File: src/rtl/instruction_sequencer.sv
// Instruction sequencer: fetches instruction words from memory, decodes the
// opcode, steers the external program counter (hold / advance / relative branch /
// absolute jump) and issues non-control instructions to the datapath through a
// valid/ready handshake.
// Optional feature: define INSTR_COUNT_EN to count decoded instructions on
// RetiredCount; without it RetiredCount is tied to zero and no counter exists.
module instruction_sequencer #(
  parameter int COUNT_WIDTH = 16
) (
  input  logic                   Clock,
  input  logic                   Reset,
  input  logic signed [15:0]     PcValue,
  output logic signed [15:0]     PcLoadValue,
  output logic                   PcLoadEnable,
  output logic signed [8:0]      PcOffset,
  output logic                   PcOffsetEnable,
  output logic [15:0]            MemAddr,
  output logic                   MemReq,
  input  logic                   MemReady,
  input  logic [15:0]            MemData,
  input  logic                   ZeroFlag,
  input  logic                   Resume,
  output logic [15:0]            Instr,
  output logic                   InstrValid,
  input  logic                   InstrReady,
  output logic [COUNT_WIDTH-1:0] RetiredCount
);

  typedef enum logic [2:0] {
    START,
    FETCH,
    DECODE,
    FETCH_IMM,
    ISSUE,
    HALTED
  } stateType;

  localparam logic [3:0] OP_NOP  = 4'h0;
  localparam logic [3:0] OP_BR   = 4'h1;
  localparam logic [3:0] OP_BRZ  = 4'h2;
  localparam logic [3:0] OP_JMP  = 4'h3;
  localparam logic [3:0] OP_HALT = 4'hF;

  stateType    state;
  stateType    nextState;
  logic [15:0] ir;
  logic        captureIr;
  logic [3:0]  opcode;

  assign opcode = ir[15:12];

  // State register; reset aborts whatever is in flight and restarts at START.
  always_ff @(posedge Clock or posedge Reset) begin
    if (Reset) begin
      state <= START;
    end else begin
      state <= nextState;
    end
  end

  // Instruction register, loaded with the fetched word when the memory answers.
  always_ff @(posedge Clock or posedge Reset) begin
    if (Reset) begin
      ir <= '0;
    end else if (captureIr) begin
      ir <= MemData;
    end
  end

  // Next-state and output decode; the PC is held (offset 0) unless a state asks otherwise.
  always_comb begin
    nextState      = state;
    captureIr      = 1'b0;
    PcLoadValue    = '0;
    PcLoadEnable   = 1'b0;
    PcOffset       = '0;
    PcOffsetEnable = 1'b1;
    MemAddr        = PcValue;
    MemReq         = 1'b0;
    Instr          = '0;
    InstrValid     = 1'b0;
    case (state)
      START: begin
        nextState = FETCH;
      end
      FETCH: begin
        MemReq = 1'b1;
        if (MemReady) begin
          PcOffsetEnable = 1'b0;
          captureIr      = 1'b1;
          nextState      = DECODE;
        end
      end
      DECODE: begin
        case (opcode)
          OP_NOP: begin
            nextState = FETCH;
          end
          OP_BR: begin
            PcOffset  = ir[8:0];
            nextState = FETCH;
          end
          OP_BRZ: begin
            if (ZeroFlag) begin
              PcOffset = ir[8:0];
            end
            nextState = FETCH;
          end
          OP_JMP: begin
            nextState = FETCH_IMM;
          end
          OP_HALT: begin
            nextState = HALTED;
          end
          default: begin
            nextState = ISSUE;
          end
        endcase
      end
      FETCH_IMM: begin
        MemReq = 1'b1;
        if (MemReady) begin
          PcOffsetEnable = 1'b0;
          PcLoadEnable   = 1'b1;
          PcLoadValue    = MemData;
          nextState      = FETCH;
        end
      end
      ISSUE: begin
        InstrValid = 1'b1;
        Instr      = ir;
        if (InstrReady) begin
          nextState = FETCH;
        end
      end
      HALTED: begin
        if (Resume) begin
          nextState = FETCH;
        end
      end
      default: begin
        nextState = START;
      end
    endcase
  end

`ifdef INSTR_COUNT_EN
  logic [COUNT_WIDTH-1:0] retired;

  // Count one instruction per decode cycle, wrapping naturally at the counter width.
  always_ff @(posedge Clock or posedge Reset) begin
    if (Reset) begin
      retired <= '0;
    end else if (state == DECODE) begin
      retired <= retired + COUNT_WIDTH'(1);
    end
  end

  assign RetiredCount = retired;
`else
  assign RetiredCount = '0;
`endif

endmodule
File: config.mk
export PLATFORM = sky130hd
export DESIGN_NAME = instruction_sequencer
export DESIGN_NICKNAME = d
export VERILOG_FILES = /design/src/rtl/instruction_sequencer.sv
export SDC_FILE = /design/constraint.sdc
export NUM_CORES = 1
export LEC_CHECK = 0
export BUFFER_PORTS_ARGS = -buffer_cell sky130_fd_sc_hd__clkbuf_2
export CAP_MARGIN = 5
export CORE_AREA = 10 10 59 85
export DETAILED_ROUTE_END_ITERATION = 10
export DIE_AREA = 0 0 69 95
export PLACE_DENSITY_LB_ADDON = 0.12
export SLEW_MARGIN = 5
export SYNTH_ARGS = -nofsm -noshare
export SYNTH_HDL_FRONTEND = slang
export SYNTH_SLANG_ARGS = --single-unit
export TNS_END_PERCENT = 30
File: constraint.sdc
create_clock -name Clock -period 2.4 [get_ports Clock]
set_clock_uncertainty 0.15 [all_clocks]
set_input_delay 0.24 -clock Clock [delete_from_list [all_inputs] [get_ports Clock]]
set_output_delay 0.24 -clock Clock [all_outputs]
set_load 0.1 [all_outputs]
Yosys cells after proc, flatten, opt, wreduce, memory -nomap -nowiden

Cells that the tools add are included.

Eq/ne operators: 13
Muxes and demuxes: 19
Reductions and logical operators: 5

Operator list:

| operator                                       | count |
|---|---|
| two-way mux 16 bit                             | 3 |
| two-way mux 9 bit                              | 2 |
| one-hot mux 3 bit (6 select lines)             | 1 |
| one-hot mux 9 bit (2 select lines)             | 1 |
| two-way mux 3 bit                              | 4 |
| one-hot mux 3 bit (3 select lines)             | 1 |
| == test 4 x 2 -> 1 bit (second input constant) | 2 |
| inequality test 2 bit (second input constant)  | 4 |
| two-way mux 1 bit                              | 7 |
| == test 3 x 2 -> 1 bit (second input constant) | 2 |
| == test 3 bit (second input constant)          | 2 |
| == test 4 x 1 -> 1 bit (second input constant) | 1 |
| == test 4 bit (second input constant)          | 1 |
| zero test 4 bit                                | 1 |
| AND reduction 4 bit                            | 1 |
| == test 3 x 1 -> 1 bit (second input constant) | 1 |
| zero test 3 bit                                | 1 |
| OR reduction 3 bit                             | 1 |
| OR reduction 2 bit                             | 1 |

Register bits: 19
Input port bits: 38
Output and inout port bits: 77
Word-level logic and storage cells: 39

Logic depth before layout (Yosys ltp)

Gate-level depths: netlist (run 1).

Depth after elaboration: 4
Depth in mapped cells: 5
Depth with buffers taken out: 3

Worst setup path after synthesis (run 1)

OpenSTA, ideal clock, no wires.

Kind: reg-to-output
Start point: register state[2]
End point: output port PcLoadValue[0]
Arrival time: 1.950 ns
Required time: 2.010 ns
Setup slack: 0.060 ns
Cell stages (with the launch flop): 5
Buffers on the path: 1
Cell sequence: dfrtp_1 > and2b_4 > and3_1 > buf_6 > and2_1

Longest elaborated chain between the ends: 2

Ends and longest elaborated chain:

| what                   | RTL line | text |
|---|---|---|
| start, declared        | 44       | `stateType state;` |
| start signal, assigned | 57       | `state <= nextState;` |
| == test 3 x 2 -> 1 bit | 82       | `case (state)` |
| two-way mux 16 bit     | 82       |  |
| end, declared          | 13       | `output logic signed [15:0] PcLoadValue,` |

Every way passes these cells.

Worst setup path after layout (run 1)

Start point: register state[1]
End point: output port PcOffset[3]

Longest elaborated chain between the ends: 2

Ends and longest elaborated chain:

| what                   | RTL line | text |
|---|---|---|
| == test 3 x 2 -> 1 bit | 82       |  |
| two-way mux 9 bit      | 82       |  |
| end, declared          | 15       | `output logic signed [8:0] PcOffset,` |

Every way passes these cells.

==> results of run 1 <==
flip-flops by register name, summed over array words and instances, names as in the netlist:
register,count
ir,16
state,3
cells in the final DEF (no fill, tap or decap), drive strengths merged:
master and instances:
inv 2, a311oi 1, dlygate4sd3 1, clkinv 1
o21a 1, a22oi 2, or2 1, dfrtp 19
o211a 1, nor2 2, o21ai 1, conb 16
a2bb2oi 1, nand4 2, and3b 1, and2 41
and2b 3, nor3 1, clkbuf 52, mux2 16
nor2b 2, nand2 3, buf 18, and3 1
nand3b 1, mux2i 1
cells in the mapped netlist (2+ instances only):
cell	count	area share [%]
a22oi_1	2	1.0
and2_1	32	14
and2_4	9	5.3
and2b_4	2	1.4
buf_4	32	16
buf_6	2	1.5
dfrtp_1	19	32
inv_1	2	0.51
mux2_2	7	5.3
mux2_4	9	9.1
nand2_1	3	0.76
nand4_1	2	0.85
path summary, 6_finish.rpt:
| path | end | slack [ns] | startpoint |
|---|---|---|---|
| setup / recovery | PcOffset[3] | 0.1 | state[1] |
| hold / removal | ir[14] | 0.07 | MemData[14] |
| setup reg to reg | ir[8] | 0.68 | state[2] |
| hold reg to reg | ir[10] | 0.36 | ir[10] |
| max in group asynchronous | ir[15] | 1.14 | Reset |
| min in group asynchronous | ir[6] | 0.49 | Reset |
logic make-up (layout without fill, tap and decap cells):
logic type / Yosys count / after routing / synth area share (%)
DFF: 19 / 19 / 32.2
other: 1 / 16 / 0.254
AOI/OAI and AO/OA: 7 / 7 / 4.23
buffers and inverters: 38 / 74 / 20.7
and+or+nand+nor: 58 / 58 / 27.5
muxes: 17 / 17 / 15.2
per-layer routing:
| metal | vias to the layer above | part of all wire [%] | track usage [%] |
|---|---|---|---|
| met3 | 8 | 9.7 | 5.98 |
| met2 | 52 | 56 | 22.3 |
| li1 | 510 | - | - |
| met4 | 0 | 0.93 | 4.88 |
| met1 | 525 | 33 | 11.2 |
| met5 | - | 0 | 0 |
cell type report:
cell class,instances,area (um^2)
Clock buffer,3,41.3
Tap cell,43,53.8
Clock inverter,1,5.00
Multi-Input combinational cell,98,753
Fill cell,352,1640
Inverter,2,7.51
Sequential cell,19,475
Timing Repair Buffer,68,603
power by group through the flow:
stage	Sequential (mW)	Combinational (mW)	Clock, mW
after floorplan	0.599	1.55	0
after global placement	0.644	1.71	0
after detailed placement	0.656	1.74	0
after CTS	0.653	1.74	0.237
after global routing	0.683	1.80	0.252
final	0.651	1.73	0.229
per-stage QoR:
stage | std cells | power, mW | util, % | hold slack, ns | worst slack [ns]
global placement | 229 | 2.36 | 52.6 | 0.241 | 0.402
CTS | 234 | 2.63 | 54.2 | 0.0681 | 0.0870
global route | 234 | 2.73 | 54.2 | 0.0734 | 0.00294
floorplan | 155 | 2.15 | - | 0.0411 | 0.0601
finish | 234 | 2.61 | 54.2 | 0.0738 | 0.0995
detailed placement | 229 | 2.39 | 52.6 | 0.249 | 0.384
worst max-delay path, delay by kind of cell (launching register included):
family	cells	cell delay [ns]
AOI/OAI and AO/OA	1	0.24
buffers and inverters	1	0.46
DFF	1	0.55
and+or+nand+nor	2	0.40
what timing repair did:
item,CTS,global route
endpoints found under the setup margin,0,0
gates resized for setup,0,0
hold endpoints to repair,19,0
hold buffers,1,0
==> results by group, run 1 <==
Run
  – Max-Cap Viols: 0

Power and ir drop
  – Sequential power share: 25.0%
  – Part of the power in combinational logic: 66.2%
  – Clock power share: 8.8%
  – Sw frac: 53.7%
  – Power Dens Cells: 1340 nW/um^2
  – Pint: 1.21 mW
  – Switching Power: 1.40 mW
  – Max VDD drop: 0.733 mV
  – Leak: 1.00 nW

Critical path
  – Critical Path, Cell by Cell: and2b_1, o211a_4, and2_1, clkbuf_2
  – Critical path class: reg2out
  – Startpoint types: flip-flop
  – Worst EP arrival: 1.91 ns
  – CP required: 2.01 ns
  – Worst-path maximum fanout: 9
  – Crit end category: primary output
  – Worst Reg-to-Reg Cells: 3
  – Worst path max stage delay: 0.55 ns
  – Slowest cell on the critical path: dfrtp_1

Timing
  – Slew headroom: 50.2%
  – Setup tns final: 0 ns
  – Final min period: 2.30 ns
  – RSZ-0062 raised after global routing: no
  – Final Hold Fails: 0
  – Period utilization: 95.9%
  – Least-Margin Pin Slew: 0.747 ns
  – Max Transition Viols Final: 0
  – Final setup violating endpoints: 0
  – Fmax: 435 MHz

Die
  – Initial Utilization: 41.3%
  – Die area: 6560 um^2
  – Die height: 95 um
  – I/O pins: 115
  – Core area: 3580 um^2
  – Die width: 69 um
  – FP Rows: 27

Synth
  – Top_reg_cell synth: dfrtp_1
  – Sequential-to-total area share from yosys stat: 32.2%
  – Netlist cell types: 31
  – #FFs+latches synth: 19
  – EDFF count, synth: 0
  – Post-synthesis async set-or-reset flop share: 100%
  – Cell area after synthesis: 1480 um^2
  – Avg Cell Area, Syn: 10.6 um^2
  – YS warnings: 0
  – Mapped Cells: 140

Min path
  – Worst hold path class: in2reg
  – WHS Path Cells: 2

GRT
  – Total global-route track usage: 12.1%
  – Largest net degree at the start of global routing: 20
  – Grt total ovfl: 0
  – Antenna violations before repair: 0
  – Vias in the first global route: 1310
  – First-pass GRT wire length: 6650 um

Clock network
  – H-Tree Depth: 1
  – Clock Sinks: 19
  – Max clock buf depth: 2
  – CTS Root Cell: clkbuf_8
  – Reg clk slew, reported paths: 0.08 ns
  – CTS tree: done
  – TritonCTS buffer count: 3
  – Postcts setup bufs: 0
  – Worst-skew pair later-pin latency: 0.26 ns

Placed design
  – Port Buffers: 66
  – Placer Congestion: 0.750
  – Final HPWL DP: 3290 um
  – Post-Place Cell Area: 1880 um^2

Route
  – Residual DRC count: 0
  – Drt wl/cell: 17.5 um
  – Detail Route Antenna Nets: 0
  – Routed via count: 1095
  – Routed WL: 4100 um
  – Initial DRC count: 36
  – Via density: 4.68
  – DR pass1 iterations: 4

Run status
  – Status: completed

Cells and area
  – Antenna Cells: 0
  – Layout cell share with drive strength beyond 1: 53.9%
  – Layout area overhead: 31.2%
  – Fin area: 1940 um^2
  – Post-layout net count: 230
No activity file was read; power rests on OpenSTA's default activity.
==> run 2, diff against run 1 <==
--- a/config.mk
+++ b/config.mk
@@ -11,6 +11,7 @@
 export DETAILED_ROUTE_END_ITERATION = 10
 export DIE_AREA = 0 0 69 95
 export PLACE_DENSITY_LB_ADDON = 0.12
+export REMOVE_ABC_BUFFERS = 1
 export SLEW_MARGIN = 5
 export SYNTH_ARGS = -nofsm -noshare
 export SYNTH_HDL_FRONTEND = slang
==> results by group, run 2 (synthesis gave the netlist of run 1 again) <==
Critical path
  – CP required: 2.01 ns (about the same)
  – Worst reg2reg setup slack: 0.68 ns (about the same)
  – Startpoint types: flip-flop (unchanged)
  – Critical Path, Cell by Cell: and2b_1, o211a_4, and2_1, clkbuf_2 (unchanged)
  – R2r startpoint: state[2] (unchanged)
  – CP top delay family: flip-flops (unchanged)
  – Slowest cell on the critical path: dfrtp_1 (unchanged)
  – Crit end category: primary output (unchanged)
  – Critical path class: reg2out (unchanged)
  – First element of the critical path: state[1] (unchanged)
  – Worst-path maximum fanout: 9 (unchanged)
  – Worst EP arrival: 1.88 ns (was 1.91 ns)
  – Worst path max stage delay: 0.54 ns (was 0.55 ns)
  – Critical path buffers and inverters: 1 (unchanged)

Cells and area
  – Layout area overhead: 31.2% (unchanged)
  – Antenna Cells: 0 (unchanged)
  – Most frequent cells in the layout: clkbuf_2, and2_1, dfrtp_1, buf_12, conb_1 (unchanged)
  – Register bank with the most flops: ir (unchanged)
  – Post-Route Utilization: 54.2% (unchanged)
  – # fillers: 352 (unchanged)
  – Commonest non-fill, non-tap cell in the layout: clkbuf_2 (unchanged)
  – Largest register FFs: 16 (unchanged)
  – Biggest regs: ir (16), state (3) (unchanged)
  – Post-layout net count: 230 (unchanged)
  – Layout cell share with drive strength beyond 1: 53.9% (unchanged)

GRT
  – First-pass GRT wire length: 6430 um (was 6650 um)
  – GR Util met1: 12.1% (was 11.2%)
  – Met3 usage: 7.45% (was 5.98%)
  – Antenna violations before repair: 0 (unchanged)
  – Grt total ovfl: 0 (unchanged)
  – GR met2 Demand/Resource: 19.7% (was 22.3%)
  – Grt peak-use layer: met2 (unchanged)
  – Largest net degree at the start of global routing: 20 (unchanged)
  – Total global-route track usage: 11.9% (was 12.1%)
  – Vias in the first global route: 1263 (was 1310)

Die
  – I/O pins: 115 (unchanged)
  – Initial Utilization: 41.3% (unchanged)
  – Die area: 6560 um^2 (unchanged)
  – Die height: 95 um (unchanged)
  – Core area: 3580 um^2 (unchanged)
  – FP Rows: 27 (unchanged)
  – Die width: 69 um (unchanged)

Timing
  – Fin Hold WS: 0.0768 ns (was 0.0738 ns)
  – Final setup violating endpoints: 0 (unchanged)
  – Least-Margin Pin Slew: 0.718 ns (was 0.747 ns)
  – Period utilization: 94.7% (was 95.9%)
  – Fmax: 440 MHz (was 435 MHz)
  – Slew headroom: 52.1% (was 50.2%)
  – Final Hold Fails: 0 (unchanged)
  – Final min period: 2.27 ns (was 2.30 ns)
  – Max Transition Viols Final: 0 (unchanged)
  – RSZ-0062 raised after global routing: no (unchanged)
  – Min setup slack post-route: 0.127 ns (was 0.0995 ns)

Power and ir drop
  – Tot Pwr: 2.59 mW (was 2.61 mW)
  – Leak: 1.00 nW (unchanged)
  – Max VDD drop: 0.785 mV (was 0.733 mV)
  – Power Dens Cells: 1330 nW/um^2 (was 1340 nW/um^2)

Placed design
  – Port Buffers: 66 (unchanged)
  – Placement Setup Slack: 0.390 ns (was 0.384 ns)
  – Placer Congestion: 0.748 (was 0.750)
  – Final HPWL DP: 3330 um (was 3290 um)

Route
  – Initial DRC count: 42 (was 36)
  – Via density: 4.64 (was 4.68)
  – Residual DRC count: 0 (unchanged)
  – DR pass1 iterations: 4 (unchanged)
  – Routed WL: 4050 um (was 4100 um)
  – Detail Route Antenna Nets: 0 (unchanged)
  – Drt wl/cell: 17.3 um (was 17.5 um)
  – Routed via count: 1085 (was 1095)

Clock network
  – Reg clk slew, reported paths: 0.07 ns (was 0.08 ns)
  – TritonCTS buffer count: 3 (unchanged)
  – CTS tree: done (unchanged)
  – H-Tree Depth: 1 (unchanged)
  – Max clock buf depth: 2 (unchanged)
  – Postcts setup bufs: 0 (unchanged)
  – CTS Root Cell: clkbuf_8 (unchanged)
  – Worst-skew pair later-pin latency: 0.25 ns (was 0.26 ns)
  – Clock Sinks: 19 (unchanged)

Min path
  – Hold Path Origin: MemData[15] (was MemData[14])
  – Worst hold path class: in2reg (unchanged)

Run
  – Max-Cap Viols: 0 (unchanged)

Run status
  – Status: completed (unchanged)
[run 2: layer usage]
| layer | share of wire [%] | vias up |
|---|---|---|
| met1 | 36 | 511 |
| li1 | - | 511 |
| met5 | 0 | - |
| met2 | 51 | 61 |
| met3 | 13 | 2 |
| met4 | 0.57 | 0 |
[run 2: area by class of cell]
cell class	count	area, um^2	share of cell area (%)
sequential	19	475	24.5
inverter	2	7.51	0.387
tap	43	53.8	2.77
clock buffer	3	41.3	2.13
multi-input combinational	98	753	38.8
clock inverter	1	5.00	0.258
timing repair buffer	68	603	31.1
[run 2: repair_timing]
item,4_1_cts,5_1_grt
hold buffers,1,0
resized for setup,0,0
endpoints found under the hold margin,19,0
[run 2: path summary, 6_finish.rpt]
kind,end,cells after the start
max,PcOffset[1],4
min,ir[15],2
max reg2reg,ir[5],3
min reg2reg,ir[11],1
max in group asynchronous,ir[2],3
min in group asynchronous,ir[11],3
[run 2: through the flow]
step | std cells | TNS, ns | area (um^2)
floorplan | 119 | -9.61 | 1240
global placement | 229 | 0 | 1880
detailed placement | 229 | 0 | 1880
CTS | 234 | 0 | 1940
global route | 234 | 0 | 1940
finish | 234 | 0 | 1940
[run 2: worst reg2reg max path: stages, from the launching register on]
cell and delay, ns:
dfrtp_1 0.44, nand3b_2 0.29, nor2_8 0.34, mux2_2 0.39
[run 2: where the power goes]
group,switching (mW),internal (mW),leakage [nW],total (mW)
logic,1.11,0.606,0.754,1.72
clock network,0.110,0.115,0.0255,0.225
registers,0.159,0.485,0.224,0.644
==> run 3, diff against run 2 <==
--- a/config.mk
+++ b/config.mk
@@ -7,9 +7,10 @@
 export LEC_CHECK = 0
 export BUFFER_PORTS_ARGS = -buffer_cell sky130_fd_sc_hd__clkbuf_2
 export CAP_MARGIN = 5
-export CORE_AREA = 10 10 59 85
+export CORE_AREA = 10 10 59 84
+export CTS_BUF_LIST = sky130_fd_sc_hd__clkbuf_8
 export DETAILED_ROUTE_END_ITERATION = 10
-export DIE_AREA = 0 0 69 95
+export DIE_AREA = 0 0 69 94
 export PLACE_DENSITY_LB_ADDON = 0.12
 export REMOVE_ABC_BUFFERS = 1
 export SLEW_MARGIN = 5
==> constraint.sdc (replaced) <==
create_clock -name Clock -period 2.91 [get_ports Clock]
set_clock_uncertainty 0.15 [all_clocks]
set_input_delay 0.291 -clock Clock [delete_from_list [all_inputs] [get_ports Clock]]
set_output_delay 0.291 -clock Clock [all_outputs]
set_load 0.1 [all_outputs]
==> results by group, run 3 (synthesis gave the netlist of run 1 again) <==
Cells and area
  – Most frequent cells in the layout: clkbuf_2, and2_1, dfrtp_1, conb_1 (was clkbuf_2, and2_1, dfrtp_1, buf_12, conb_1)
  – Antenna Cells: 0 (unchanged)
  – Layout cell share with drive strength beyond 1: 53.4% (was 53.9%)
  – Register bank with the most flops: ir (unchanged)
  – Layout area overhead: 12.6% (was 31.2%)
  – Commonest non-fill, non-tap cell in the layout: clkbuf_2 (unchanged)
  – Finished Layout Cells: 231 (was 234)
  – Largest register FFs: 16 (unchanged)
  – Post-Route Utilization: 48.3% (was 54.2%)
  – Biggest regs: ir (16), state (3) (unchanged)
  – # fillers: 395 (was 352)
  – Post-layout net count: 228 (was 230)

GRT
  – First-pass GRT wire length: 6220 um (was 6430 um)
  – Total global-route track usage: 11.9% (about the same)
  – Largest net degree at the start of global routing: 20 (unchanged)
  – Antenna violations before repair: 0 (unchanged)
  – Vias in the first global route: 1173 (was 1263)
  – Grt total ovfl: 0 (unchanged)

Placed design
  – Placement Setup Slack: 0.504 ns (was 0.390 ns)
  – Placed insts: 227 (was 229)
  – Placer Congestion: 0.709 (was 0.748)
  – Port Buffers: 66 (unchanged)
  – Final HPWL DP: 3200 um (was 3330 um)

Timing
  – Least-Margin Pin Slew: 0.726 ns (was 0.718 ns)
  – RSZ-0062 raised after global routing: no (unchanged)
  – Final Hold Fails: 19 (was 0)
  – Slew headroom: 51.5% (was 52.1%)
  – Final min period: 2.64 ns
  – Final setup violating endpoints: 0 (unchanged)
  – Period utilization: 90.8%
  – Max Transition Viols Final: 0 (unchanged)
  – Fmax: 379 MHz
  – Min setup slack post-route: 0.269 ns (was 0.127 ns)
  – Fin Hold WS: -0.0105 ns (was 0.0768 ns)

Route
  – Routed WL: 3960 um (was 4050 um)
  – Drt wl/cell: 17.2 um (was 17.3 um)
  – DR pass1 iterations: 4 (unchanged)
  – Initial DRC count: 26 (was 42)
  – Routed via count: 1035 (was 1085)
  – Via density: 4.48 (was 4.64)
  – Detail Route Antenna Nets: 0 (unchanged)
  – Residual DRC count: 0 (unchanged)

Clock network
  – TritonCTS buffer count: 3 (unchanged)
  – Cts hold-fix bufs: 0 (was 1)
  – Postcts setup bufs: 0 (unchanged)
  – Worst-skew pair later-pin latency: 0.25 ns (about the same)
  – Max clock buf depth: 2 (unchanged)
  – CTS tree: done (unchanged)
  – CTS Root Cell: clkbuf_8 (unchanged)
  – Reg clk slew, reported paths: 0.07 ns (about the same)
  – CTS resizes: 0 (unchanged)
  – Clock Sinks: 19 (unchanged)
  – H-Tree Depth: 1 (unchanged)

Power and ir drop
  – Sw frac: 56.4% (was 53.4%)
  – Clock power share: 9.1% (was 8.7%)
  – Leak: 0.932 nW (was 1.00 nW)
  – Part of the power in combinational logic: 63.8% (was 66.4%)
  – Sequential power share: 27.2% (was 24.9%)
  – Switching Power: 1.10 mW (was 1.38 mW)
  – Tot Pwr: 1.95 mW (was 2.59 mW)
  – Max VDD drop: 0.504 mV (was 0.785 mV)
  – Pint: 0.853 mW (was 1.21 mW)
  – Power Dens Cells: 1170 nW/um^2 (was 1330 nW/um^2)

Critical path
  – Number of cells on the critical path: 4 (unchanged)
  – Slowest cell on the critical path: and3_1 (was dfrtp_1)
  – Worst path max stage delay: 0.56 ns (was 0.54 ns)
  – CP top delay family: simple AND/OR/NAND/NOR gates (was flip-flops)
  – Crit end category: primary output (unchanged)
  – Startpoint types: flip-flop (unchanged)
  – Worst EP arrival: 2.20 ns (was 1.88 ns)
  – Critical path buffers and inverters: 1 (unchanged)
  – Worst Reg-to-Reg Cells: 3 (unchanged)
  – Critical path class: reg2out (unchanged)
  – Critical Path, Cell by Cell: and2b_4, and3_1, and2_4, clkbuf_2 (was and2b_1, o211a_4, and2_1, clkbuf_2)
  – Worst-path maximum fanout: 17 (was 9)
  – CP required: 2.47 ns (was 2.01 ns)

Die
  – Die width: 69 um (unchanged)
  – FP Rows: 26 (was 27)
  – Die height: 94 um (was 95 um)
  – Core area: 3450 um^2 (was 3580 um^2)
  – I/O pins: 115 (unchanged)
  – Initial Utilization: 42.9% (was 41.3%)
  – Die area: 6490 um^2 (was 6560 um^2)

Run status
  – Status: finished with violations (was completed)
  – Violated checks: negative hold slack

Min path
  – Worst hold path class: in2async (was in2reg)

Run
  – Max-Cap Viols: 0 (unchanged)
-- run 3: changes by cell type in the layout (fill, tap and decap cells not counted), sizes merged --
cell / previous run / this run
inv: 2 / 3
dlygate4sd3: 1 / 0
buf: 18 / 0
clkinv: 1 / 0
clkbuf: 52 / 69
-- run 3: final cells by class --
class	instances	area, um^2	share of cell area (%)
Multi-Input combinational cell	98	753	45.3
Sequential cell	19	475	28.6
Timing Repair Buffer	66	330	19.8
Tap cell	42	52.6	3.16
Clock buffer	3	41.3	2.48
Inverter	2	7.51	0.451
Clock inverter	1	3.75	0.226
-- run 3: power by group through the flow --
stage	clock network, mW	registers (mW)	logic [mW]
floorplan	0	0.494	1.11
global placement	0	0.528	1.25
detailed placement	0	0.534	1.26
CTS	0.183	0.532	1.26
global route	0.198	0.559	1.31
finish	0.177	0.531	1.25
-- run 3: metrics by stage --
stage | TNS (ns) | area (um^2)
global placement | 0 | 1620
global route | 0 | 1660
detailed placement | 0 | 1620
CTS | 0 | 1660
floorplan | -2.53 | 1240
finish | 0 | 1660
-- run 3: metal layers --
layer  global-route usage (%)  routed length (um)  up-vias
li1                         -                   -      505
met5                     4.76                   0        -
met2                     20.4                2100       58
met3                     6.67                 457        5
met4                     4.55                  53        0
met1                     11.4                1360      467
-- run 3: path summary, 6_finish.rpt --
kind | start | endpoint | slack, ns
worst min-delay path | Reset | ir[7] | -0.01
min in group Clock | MemData[4] | ir[4] | 0.13
max in group asynchronous | Reset | state[2] | 2.17
worst min register to register | ir[11] | ir[11] | 0.35
worst max-delay path | state[2] | PcLoadValue[12] | 0.27
worst max register to register | state[2] | ir[7] | 1.22
